$ cat src/rtl/gray_pkg.sv
// Shared types and helpers for the Gray-code sequence generator.
// Provides the FSM state type, a binary-to-Gray function and terminal-value helpers.
package gray_pkg;

    typedef enum logic [1:0] {
        IDLE  = 2'd0,
        COUNT = 2'd1,
        DONE  = 2'd2
    } gc_state_t;

    // Widths up to 32 bits are covered; callers truncate to their own width.
    function automatic logic [31:0] bin2gray(input logic [31:0] b);
        return b ^ (b >> 1);
    endfunction

    // Terminal count: all-ones when counting up, zero when counting down.
    function automatic logic [31:0] term_val(input logic up,
                                             input int unsigned w);
        logic [31:0] ones;
        ones = (w >= 32) ? 32'hFFFF_FFFF : ((32'd1 << w) - 32'd1);
        return up ? ones : 32'd0;
    endfunction

endpackage

$ cat src/rtl/binarytogray_d.sv
// Combinational binary-to-Gray converter.
// Ports: bin (binary in), gray (Gray-coded out), both WIDTH bits.
module binarytogray_d #(
    parameter int WIDTH = 4
) (
    input  logic [WIDTH-1:0] bin,
    output logic [WIDTH-1:0] gray
);

    assign gray = bin ^ (bin >> 1);

endmodule

$ cat src/rtl/gray_counter_gen.sv
// Gray-code sequence generator with valid/ready output, up/down, one-shot, load and tc.
// Ports: clk, rst, start, stop, up, oneshot, load, load_val, g_out, g_valid, g_ready, tc, busy.
module gray_counter_gen
    import gray_pkg::*;
#(
    parameter int          WIDTH   = 4,
    parameter int unsigned RST_VAL = 0
) (
    input  logic             clk,
    input  logic             rst,
    input  logic             start,
    input  logic             stop,
    input  logic             up,
    input  logic             oneshot,
    input  logic             load,
    input  logic [WIDTH-1:0] load_val,
    output logic [WIDTH-1:0] g_out,
    output logic             g_valid,
    input  logic             g_ready,
    output logic             tc,
    output logic             busy
);

    localparam logic [WIDTH-1:0] CNT_RST  = WIDTH'(RST_VAL);
    localparam logic [WIDTH-1:0] GRAY_RST = WIDTH'(bin2gray(32'(RST_VAL)));

    gc_state_t        state_q;
    gc_state_t        state_d;
    logic [WIDTH-1:0] cnt_q;
    logic [WIDTH-1:0] cnt_d;
    logic [WIDTH-1:0] gray_d;
    logic             xfer;
    logic             at_term;
    logic             tc_d;

    assign xfer    = g_valid & g_ready;
    assign at_term = (cnt_q == WIDTH'(term_val(up, WIDTH)));

    // Convert the next count so g_out is registered alongside cnt.
    binarytogray_d #(.WIDTH(WIDTH)) u_b2g (
        .bin  (cnt_d),
        .gray (gray_d)
    );

    always_comb begin
        state_d = state_q;
        cnt_d   = cnt_q;
        tc_d    = 1'b0;

        if (load) begin
            // Load wins: a word accepted this cycle is consumed without a step.
            cnt_d = load_val;
        end else begin
            if (xfer) begin
                tc_d = at_term;
                if (at_term && oneshot) begin
                    state_d = DONE;
                end else if (up) begin
                    cnt_d = cnt_q + 1'b1;
                end else begin
                    cnt_d = cnt_q - 1'b1;
                end
            end

            unique case (state_q)
                IDLE:    if (start) state_d = COUNT;
                COUNT:   if (stop)  state_d = IDLE;
                DONE:    if (start) state_d = COUNT;
                default: state_d = IDLE;
            endcase
        end

        // The unused encoding always recovers, even while load is held.
        if (state_q != IDLE && state_q != COUNT && state_q != DONE) begin
            state_d = IDLE;
        end
    end

    always_ff @(posedge clk) begin
        if (rst) begin
            state_q <= IDLE;
            cnt_q   <= CNT_RST;
            g_out   <= GRAY_RST;
            g_valid <= 1'b0;
            busy    <= 1'b0;
            tc      <= 1'b0;
        end else begin
            state_q <= state_d;
            cnt_q   <= cnt_d;
            g_out   <= gray_d;
            g_valid <= (state_d == COUNT);
            busy    <= (state_d == COUNT);
            tc      <= tc_d;
        end
    end

endmodule

$ cat config.mk
export PLATFORM = sky130hd
export DESIGN_NAME = gray_counter_gen
export DESIGN_NICKNAME = d
export VERILOG_FILES = /design/src/rtl/gray_pkg.sv /design/src/rtl/binarytogray_d.sv /design/src/rtl/gray_counter_gen.sv
export SDC_FILE = /design/constraint.sdc
export NUM_CORES = 1
export LEC_CHECK = 0
export BUFFER_PORTS_ARGS = -buffer_cell sky130_fd_sc_hd__buf_2
export CAP_MARGIN = 5
export CORE_MARGIN = 2
export CORE_UTILIZATION = 44
export CTS_CLUSTER_DIAMETER = 60
export DETAILED_ROUTE_END_ITERATION = 10
export HOLD_SLACK_MARGIN = 0.12
export PLACE_DENSITY = 0.71
export SYNTH_ARGS = -nofsm -noshare
export SYNTH_HDL_FRONTEND = slang
export SYNTH_SLANG_ARGS = --single-unit
$ cat constraint.sdc
create_clock -name clk -period 2.05 [get_ports clk]
set_input_delay 0.5125 -clock clk [delete_from_list [all_inputs] [get_ports clk]]
set_output_delay 0.5125 -clock clk [all_outputs]
set_load 0.02 [all_outputs]
=== Word-level counts from Yosys, hierarchy flattened ===
Index checks and enable logic that the tools add are counted.

* Flip-flop bits (word level): 12
* Bits of input ports: 12
* Output and inout bits: 7
* Logic and storage cells: 35

* $add $sub $neg: 2
* Eq/ne operators: 6
* Mux-type cells: 12
* Bitwise operators: 3
* Reduce and logical (&&, ||, !) cells: 7

{| class="wikitable"
|+ Operators by type and width
! cell !! count
|-
| 4-bit 2-to-1 mux || 5
|-
| 2-bit 2-to-1 mux || 6
|-
| 4-bit by 1-bit adder with 4-bit output, second input constant || 1
|-
| 2-bit by 1-bit == test with 1-bit output, second input constant || 2
|-
| 4-bit == test || 1
|-
| 2-bit one-hot mux with 2 select lines || 1
|-
| 4-bit by 1-bit subtractor with 4-bit output, second input constant || 1
|-
| 4-bit by 3-bit bitwise XOR with 4-bit output || 1
|-
| 1-bit logical AND || 3
|-
| 3-bit OR reduction || 1
|-
| 2-bit == test, second input constant || 1
|-
| 2-bit logical NOT || 1
|-
| 2-bit by 1-bit != test with 1-bit output, second input constant || 1
|-
| 2-bit != test, second input constant || 1
|-
| 2-bit nonzero test || 1
|-
| 2-bit OR reduction || 1
|-
| 1-bit bitwise AND || 1
|-
| 1-bit NOT || 1
|}

=== Logic depth before layout (Yosys ltp) ===
Gate-level depths: netlist of run 1.

* Depth after elaboration: 10
* Mapped depth: 8
* Mapped depth without buffers: 8

=== Modules after synthesis ===
Synthesis of run 1 repeated with hierarchy kept, for this count alone.

* Cell total of the unflattened synthesis: 72
* Area, all modules: 661.9 sq um

{| class="wikitable"
|+ Modules (own cells, without submodules)
! module !! instances !! cells each !! area an instance (sq um) !! seq. area each (sq um)
|-
| gray_counter_gen || 1 || 68 || 628.1 || 240.2
|-
| binarytogray_d || 1 || 4 || 33.8 || 0.0
|}

=== Worst setup path before layout of run 1 ===
OpenSTA, ideal clock, no wires.

* Path type: input to register
* Start point: input up
* End point: register g_out[2]
* Library setup time: 0.121 ns
* Arrival: 2.031 ns
* Data required time: 1.929 ns
* Path slack: -0.101 ns
* Stages: 8
* Buffers on the path: 0
* Path through: inv_1 ha_1 a21oi_1 and3_1 o211ai_1 xor2_1 o21ai_0 mux2_2

* Cells in the longest elaborated chain, start to end: 7
* Elaborated cells between the ends (all ways): 8
* Those cells by class: eq/ne (1); mux (5); bitwise (1); reduce/logical (1)

{| class="wikitable"
|+ RTL lines
! what !! line !! source
|-
| start: declaration || gray_counter_gen.sv:13 || <nowiki>input logic up,</nowiki>
|-
| 4-bit 2-to-1 mux || gray_pkg.sv:21 || <nowiki>return up ? ones : 32'd0;</nowiki>
|-
| 4-bit == test || gray_counter_gen.sv:37 || <nowiki>assign at_term = (cnt_q == WIDTH'(term_val(up, WIDTH)));</nowiki>
|-
| 1-bit logical AND || gray_counter_gen.sv:56 || <nowiki>if (at_term && oneshot) begin</nowiki>
|-
| 4-bit 2-to-1 mux * || gray_counter_gen.sv:56 ||
|-
| 4-bit 2-to-1 mux * || gray_counter_gen.sv:54 || <nowiki>if (xfer) begin</nowiki>
|-
| 4-bit 2-to-1 mux * || gray_counter_gen.sv:50 || <nowiki>if (load) begin</nowiki>
|-
| 4-bit by 3-bit bitwise XOR with 4-bit output * || binarytogray_d.sv:10 || <nowiki>assign gray = bin ^ (bin >> 1);</nowiki>
|-
| end signal: assignment || gray_counter_gen.sv:90 || <nowiki>g_out <= gray_d;</nowiki>
|-
| end: declaration || gray_counter_gen.sv:17 || <nowiki>output logic [WIDTH-1:0] g_out,</nowiki>
|}

Mark *: on every way between the ends. The rest lies on a longest branch, timed or not.
A chain may end at the register's enable or synchronous reset.

=== Final worst setup path of run 1 ===
Ends and elaborated chain as after synthesis.

==> results of run 1 <==
==> power groups by stage <==
stage | clock (mW) | combinational, mW | sequential (mW)
after floorplan | 0 | 0.0859 | 0.252
after global placement | 0 | 0.146 | 0.243
after detailed placement | 0 | 0.148 | 0.243
after CTS | 0.151 | 0.149 | 0.238
after global routing | 0.160 | 0.163 | 0.240
final | 0.144 | 0.148 | 0.239
==> per-layer routing <==
metal / part of all wire, % / GRT usage, % / vias to the layer above
li1: - / - / 316
met5: 0 / 0 / -
met1: 45 / 16.8 / 286
met3: 5.3 / 8.09 / 0
met2: 50 / 30.3 / 15
met4: 0 / 3.03 / 0
==> flip-flops by register name, indices dropped and copies added (netlist names) <==
register	count
busy	1
cnt_q	3
g_out	4
state_q	2
tc	1
==> cell type report <==
type	count	area share, %
well taps	16	2.30
repair buffers	29	19.8
clock buffers	4	3.01
flip-flops and latches	11	25.4
multi-input cells	54	47.8
inverters	4	1.72
==> metrics by stage <==
step	setup TNS (ps)	power, mW	std cells
after floorplan	0	0.338	74
after global placement	-312	0.389	114
after detailed placement	-415	0.392	114
after CTS	0	0.539	118
after global routing	0	0.563	118
final	0	0.532	118
==> logic make-up (layout without fill, tap and decap cells) <==
family | after synthesis | in the layout | share of synthesized area [%]
muxes | 2 | 2 | 3.18
DFF | 11 | 11 | 33.0
xor gates and xnor gates | 4 | 4 | 5.24
buffers and inverters | 9 | 37 | 6.55
adders and majority gates | 3 | 3 | 6.74
AOI/OAI and AO/OA | 18 | 18 | 23.2
and+or+nand+nor | 27 | 27 | 22.1
==> critical path: stages <==
cell	delay, ps
buf_2	110
buf_4	130
fa_1	420
xnor2_1	140
a32o_1	290
a31oi_4	200
nor2_2	50
mux2_2	260
==> cells in the mapped netlist (all sizes together), types with 2 or more instances <==
library cell	count
dfxtp	11
nor2	8
a21oi	7
nand2	5
buf	4
inv	4
nor2b	4
and3	3
o21ai	3
xor2	3
and2	2
ha	2
nand3	2
==> repair_timing <==
item | in CTS | in global routing
resized for setup | 0 | 2
hold endpoints to repair | 0 | 0
setup endpoints to repair | 0 | 1
==> worst max-delay path by stage <==
| stage | start | end | slack, ps |
|---|---|---|---|
| 2_1_floorplan | up | g_out[2] | 10 |
| 3_3_place_gp | up | g_out[2] | -170 |
| 3_5_place_dp | up | g_out[2] | -210 |
| 4_1_cts | up | g_out[2] | 70 |
| 5_1_grt | up | g_out[2] | 20 |
| 6_report | up | g_out[2] | 80 |
==> qor.yml, run 1 <==
run_status:
  status: "finished, final reports clean"
drt:
  ant_nets: 0
  dr.pass1.iters: 4
  viasPerCell: 5.23
  vias: 617
  routed_wl_um: 1370
  wl_per_cell_um: 11.6
  drtIter0Drc: 6
  drc: 0
placed_design:
  gp_congestion: 0.868
  port-buffer-count: 18
  place_hpwl_um: 1150
  dpl-instance-area_sq_um: 845
  dp_slack_ps: -206
setup_path:
  regToRegSetupSlack_ps: 120
  worstPathMaxFanout: 3
  worst_ep_arrival_time_ps: 2120
  endpoint_kind: "flop"
  r2r_cells: 7
  path_class: "in2reg"
  critPathLaunchType: "primary input"
  r2r-end: "g_out[2]"
  timing.rr.start: "cnt_q[2]"
  critPathRequiredTime_ps: 2200
die:
  io_pins: 19
  die_w_um: 43.0
  rows: 14
  start_util_pct: 45.4
  dieArea_sq_mm: 0.00185
  fp.coreArea_sq_mm: 0.00147
  die-height_um: 43.0
synthesis:
  async_reset_ff_share_pct: 0
  ys_dominant_reg_cell: "dfxtp_1"
  synth-edff-count: 0
  ys_top_cells_by_area: "dfxtp_1 33%, a21oi_1 5.2%, nor2_1 3.9%, xor2_1 3.9%, ha_1 3.7%"
  yosys_warnings: 0
  avgSynthCellArea_sq_um: 9.03
  ys_types: 33
  synth_top_area_share_pct: 33.0
  ys_ff_latch: 11
  synth_area_sq_um: 668
  synth_fp_nets: 89
  seq_area_frac_synth_pct: 33.0
  synth_top_area_cell: "dfxtp_1"
  synthCells: 74
power_and_ir_drop:
  power_frac_clock_pct: 27.2
  swShare_pct: 29.3
  power_frac_seq_pct: 44.9
  power.switching_mw: 0.156
  cellPowerDensity_mw_per_mm2: 610
  intPower_mw: 0.376
  vdd_drop_max_mv: 0.374
  p_leak_nw: 0.385
  combPwrFrac_pct: 27.9
hold_path:
  min_from: "state_q[1]"
  hold_end: "state_q[1]"
  hp-class: "reg2reg"
  hold_depth: 1
clock_tree:
  cts-htree-levels: 1
  clock_latency_ps: 260
  cts_buffers: 3
  post_cts_buffers: 0
  cts_hold_buf: 0
  cts.sink_count: 11
  cts_buffer_depth: 2
  clockRootBuffer: "clkbuf_4"
  cts_tree: "done"
  clkTransAtPathRegs_ps: 70
global_routing:
  overflow: 0
  grt_pass1_vias: 596
  grt_first_pass_wirelength_um: 2240
  grtUsageTotal_pct: 16.5
  grt_start_max_net_pins: 12
  antenna_found_initial: 0
timing:
  period_needed_ps: 1970
  finalHoldViolations: 0
  rsz0062_at_grt: "false"
  max_freq_mhz: 509
  tightest_slew_ps: 425
  finalWorstSetupSlack_ps: 84.2
  drv_slew: 0
  finalCritPeriodShare_pct: 95.9
  slew_headroom_pct: 71.4
  setup_viol: 0
  whs_ps: 517
  finalClockSkew_ps: 3.20
cells_and_area:
  layout_commonest_cell: "buf_2"
  fin_nets: 118
  final_area_sq_um: 872
  area_growth_pct: 30.5
  seqCellArea_sq_um: 221
  drive_above_1_share_pct: 41.2
  nFillCells: 145
  multi_input_area_sq_um: 417
  antenna_cells: 0
  layout_common_cells: "18 x buf_2, 11 x buf_4, 10 x dfxtp_1"
  final_core_util_pct: 59.3
run:
  cap_violations: 0
No activity file was read; power rests on OpenSTA's default activity.
==> inputs of run 2 (changes only) <==
SYNTH_HIERARCHICAL = 1   (was not set)
==> run 2 against run 1 <==
Against the previous run: worst hold slack worse by 16 ps; clock-buffer cell count unchanged; combinational power up 11%; synthesized cell count down 2.7%; clock power up 32%; cell area up 4.7%; non-clock buffer count down 1; setup slack worse by 45 ps; sequential share of layout area up 1.0 points; routed wire length up 5.6%.
==> qor.yml, run 2 <==
run_status:
  status: "finished, final reports clean"
hold_path:
  hold_end: "state_q[1]"
  min_from: "state_q[1]"
  hp-class: "reg2reg"
  hold_depth: 1
synthesis:
  synth_top_area_share_pct: 36.3
  async_reset_ff_share_pct: 0
  synth-edff-count: 0
  synthCells: 72
  synthTopCellsByCount: "12 x dfxtp_1, 9 x a21oi_1, 5 x nor2b_1, 5 x xor2_1"
  synth_most_common_cell: "dfxtp_1"
  ys_dominant_reg_cell: "dfxtp_1"
  synth_fp_nets: 87
  avgSynthCellArea_sq_um: 9.19
  synth_area_sq_um: 662
  ys_types: 31
  ys_ff_latch: 12
  synth_top_area_cell: "dfxtp_1"
  yosys_warnings: 6
  seq_area_frac_synth_pct: 36.3
  ys_top_cells_by_area: "dfxtp_1 36%, a21oi_1 6.8%, xor2_1 6.6%, nor2b_1 4.7%, mux2_4 4.5%"
cells_and_area:
  layout_common_cells: "17 x buf_2, 11 x dfxtp_1, 10 x buf_4"
  largestRegisters: "cnt_q x4, g_out x4, state_q x2"
  fin_nets: 116
  drive_above_1_share_pct: 44.0
  layout_commonest_cell: "buf_2"
  antenna_cells: 0
  area_growth_pct: 38.0
  final_area_sq_um: 913
  final_cells: 115
clock_tree:
  cts_tree: "done"
  cts.sink_count: 12
  clock_latency_ps: 280
  cts_buffer_depth: 2
  cts-htree-levels: 1
  cts_buffers: 3
  cts_hold_buf: 0
  clockRootBuffer: "clkbuf_4"
  clkTransAtPathRegs_ps: 80
drt:
  wl_met1_um: 652
  wl_met3_um: 76
  routed_wl_um: 1450
  wl_per_cell_um: 12.6
  dr_wl_met2_um: 715
  top_layer: "met4"
  drc: 0
  dr.pass1.iters: 4
  vias: 606
  ant_nets: 0
  drtIter0Drc: 8
  viasPerCell: 5.27
timing:
  setup_viol: 0
  tightest_slew_ps: 320
  max_freq_mhz: 497
  period_needed_ps: 2010
  finalHoldViolations: 0
  finalCritPeriodShare_pct: 98.1
  drv_slew: 0
  finalClockSkew_ps: 8.40
  tns_ps: 0
  rsz0062_at_grt: "true"
  slew_headroom_pct: 78.1
  whs_ps: 501
power_and_ir_drop:
  power.switching_mw: 0.178
  vdd_drop_max_mv: 0.419
  swShare_pct: 28.7
  intPower_mw: 0.442
  power_frac_clock_pct: 30.6
  p_leak_nw: 0.393
  power_frac_seq_pct: 42.8
  combPwrFrac_pct: 26.5
  cellPowerDensity_mw_per_mm2: 679
die:
  rows: 13
  fp.coreArea_sq_mm: 0.00135
  dieArea_sq_mm: 0.00183
  io_pins: 19
  die_w_um: 42.8
  start_util_pct: 49.0
  die-height_um: 42.8
setup_path:
  worstPathMaxFanout: 4
  worst_ep_arrival_time_ps: 2170
  critPathLaunchType: "primary input"
  r2r_cells: 7
  critPathRequiredTime_ps: 2210
  r2r-end: "g_out[0]"
  path_class: "in2reg"
  regToRegSetupSlack_ps: 130
  endpoint_kind: "flop"
  timing.rr.start: "cnt_q[0]"
placed_design:
  placedCellCount: 110
  gp_congestion: 0.895
  dpl-instance-area_sq_um: 850
  place_hpwl_um: 1120
  port-buffer-count: 18
global_routing:
  antenna_found_initial: 0
  grt_start_max_net_pins: 13
  grt_first_pass_wirelength_um: 2370
  grt_pass1_vias: 542
  grtUsageTotal_pct: 17.8
  overflow: 0
run:
  cap_violations: 0
[run 2: logic make-up (layout without fill, tap and decap cells)]
family,count (synthesis),count (layout),synth area share (%)
AO/OA/AOI/OAI,20,20,20.0
adder cells (fa/ha/maj),3,3,6.80
AND/OR/NAND/NOR,20,20,17.2
flip-flops,12,12,36.3
XOR/XNOR,6,6,7.94
multiplexers,3,3,6.05
buffers and inverters,8,36,5.67
[run 2: metrics by stage]
stage	total power [mW]	utilization [%]	setup slack (ps)
global route	0.657	67.7	-0.314
detailed placement	0.425	62.9	-315
CTS	0.625	67.6	44.8
floorplan	0.374	-	-156
finish	0.621	67.7	39.2
global placement	0.422	62.9	-334
[run 2: repair_timing]
action                                  in CTS  in global routing
pin swaps                                    6                  4
gates resized for setup                      4                  1
buffers inserted                             1                  0
endpoints found under the setup margin       1                  3
[run 2: power by group through the flow]
stage                     sequential, mW  clock (mW)  combinational (mW)
final                              0.266       0.190               0.165
after global routing               0.268       0.207               0.182
after CTS                          0.266       0.195               0.164
after detailed placement           0.271           0               0.154
after global placement             0.270           0               0.152
after floorplan                    0.282           0              0.0921
[run 2: metal layers]
| metal | up-vias | global-route usage, % |
|---|---|---|
| met3 | 2 | 6.38 |
| met1 | 273 | 22.5 |
| met5 | - | 0 |
| met4 | 0 | 5.63 |
| met2 | 17 | 27.9 |
| li1 | 314 | - |
[run 2: layout make-up]
type | instances | area, sq um
fill | 112 | 437
clock buffer | 4 | 36.3
tap | 15 | 18.8
timing repair buffer | 28 | 171
sequential | 12 | 241
multi-input combinational | 52 | 427
inverter | 4 | 18.8
[run 2: worst max-delay path by stage]
stage	start	endpoint	slack [ps]
after floorplan	up	g_out[1]	-160
after global placement	up	g_out[2]	-330
after detailed placement	up	g_out[2]	-310
after CTS	up	g_out[0]	40
after global routing	up	g_out[1]	-0.3
final	up	g_out[0]	40
[run 2: worst max-delay path, cell delays in order]
cell and delay (ps):
buf_6 80, clkinvlp_4 140, ha_4 320, o2111a_2 240, nor2_4 40, mux2_4 300, mux2_4 270, xor2_1 140
nor2b_1 120
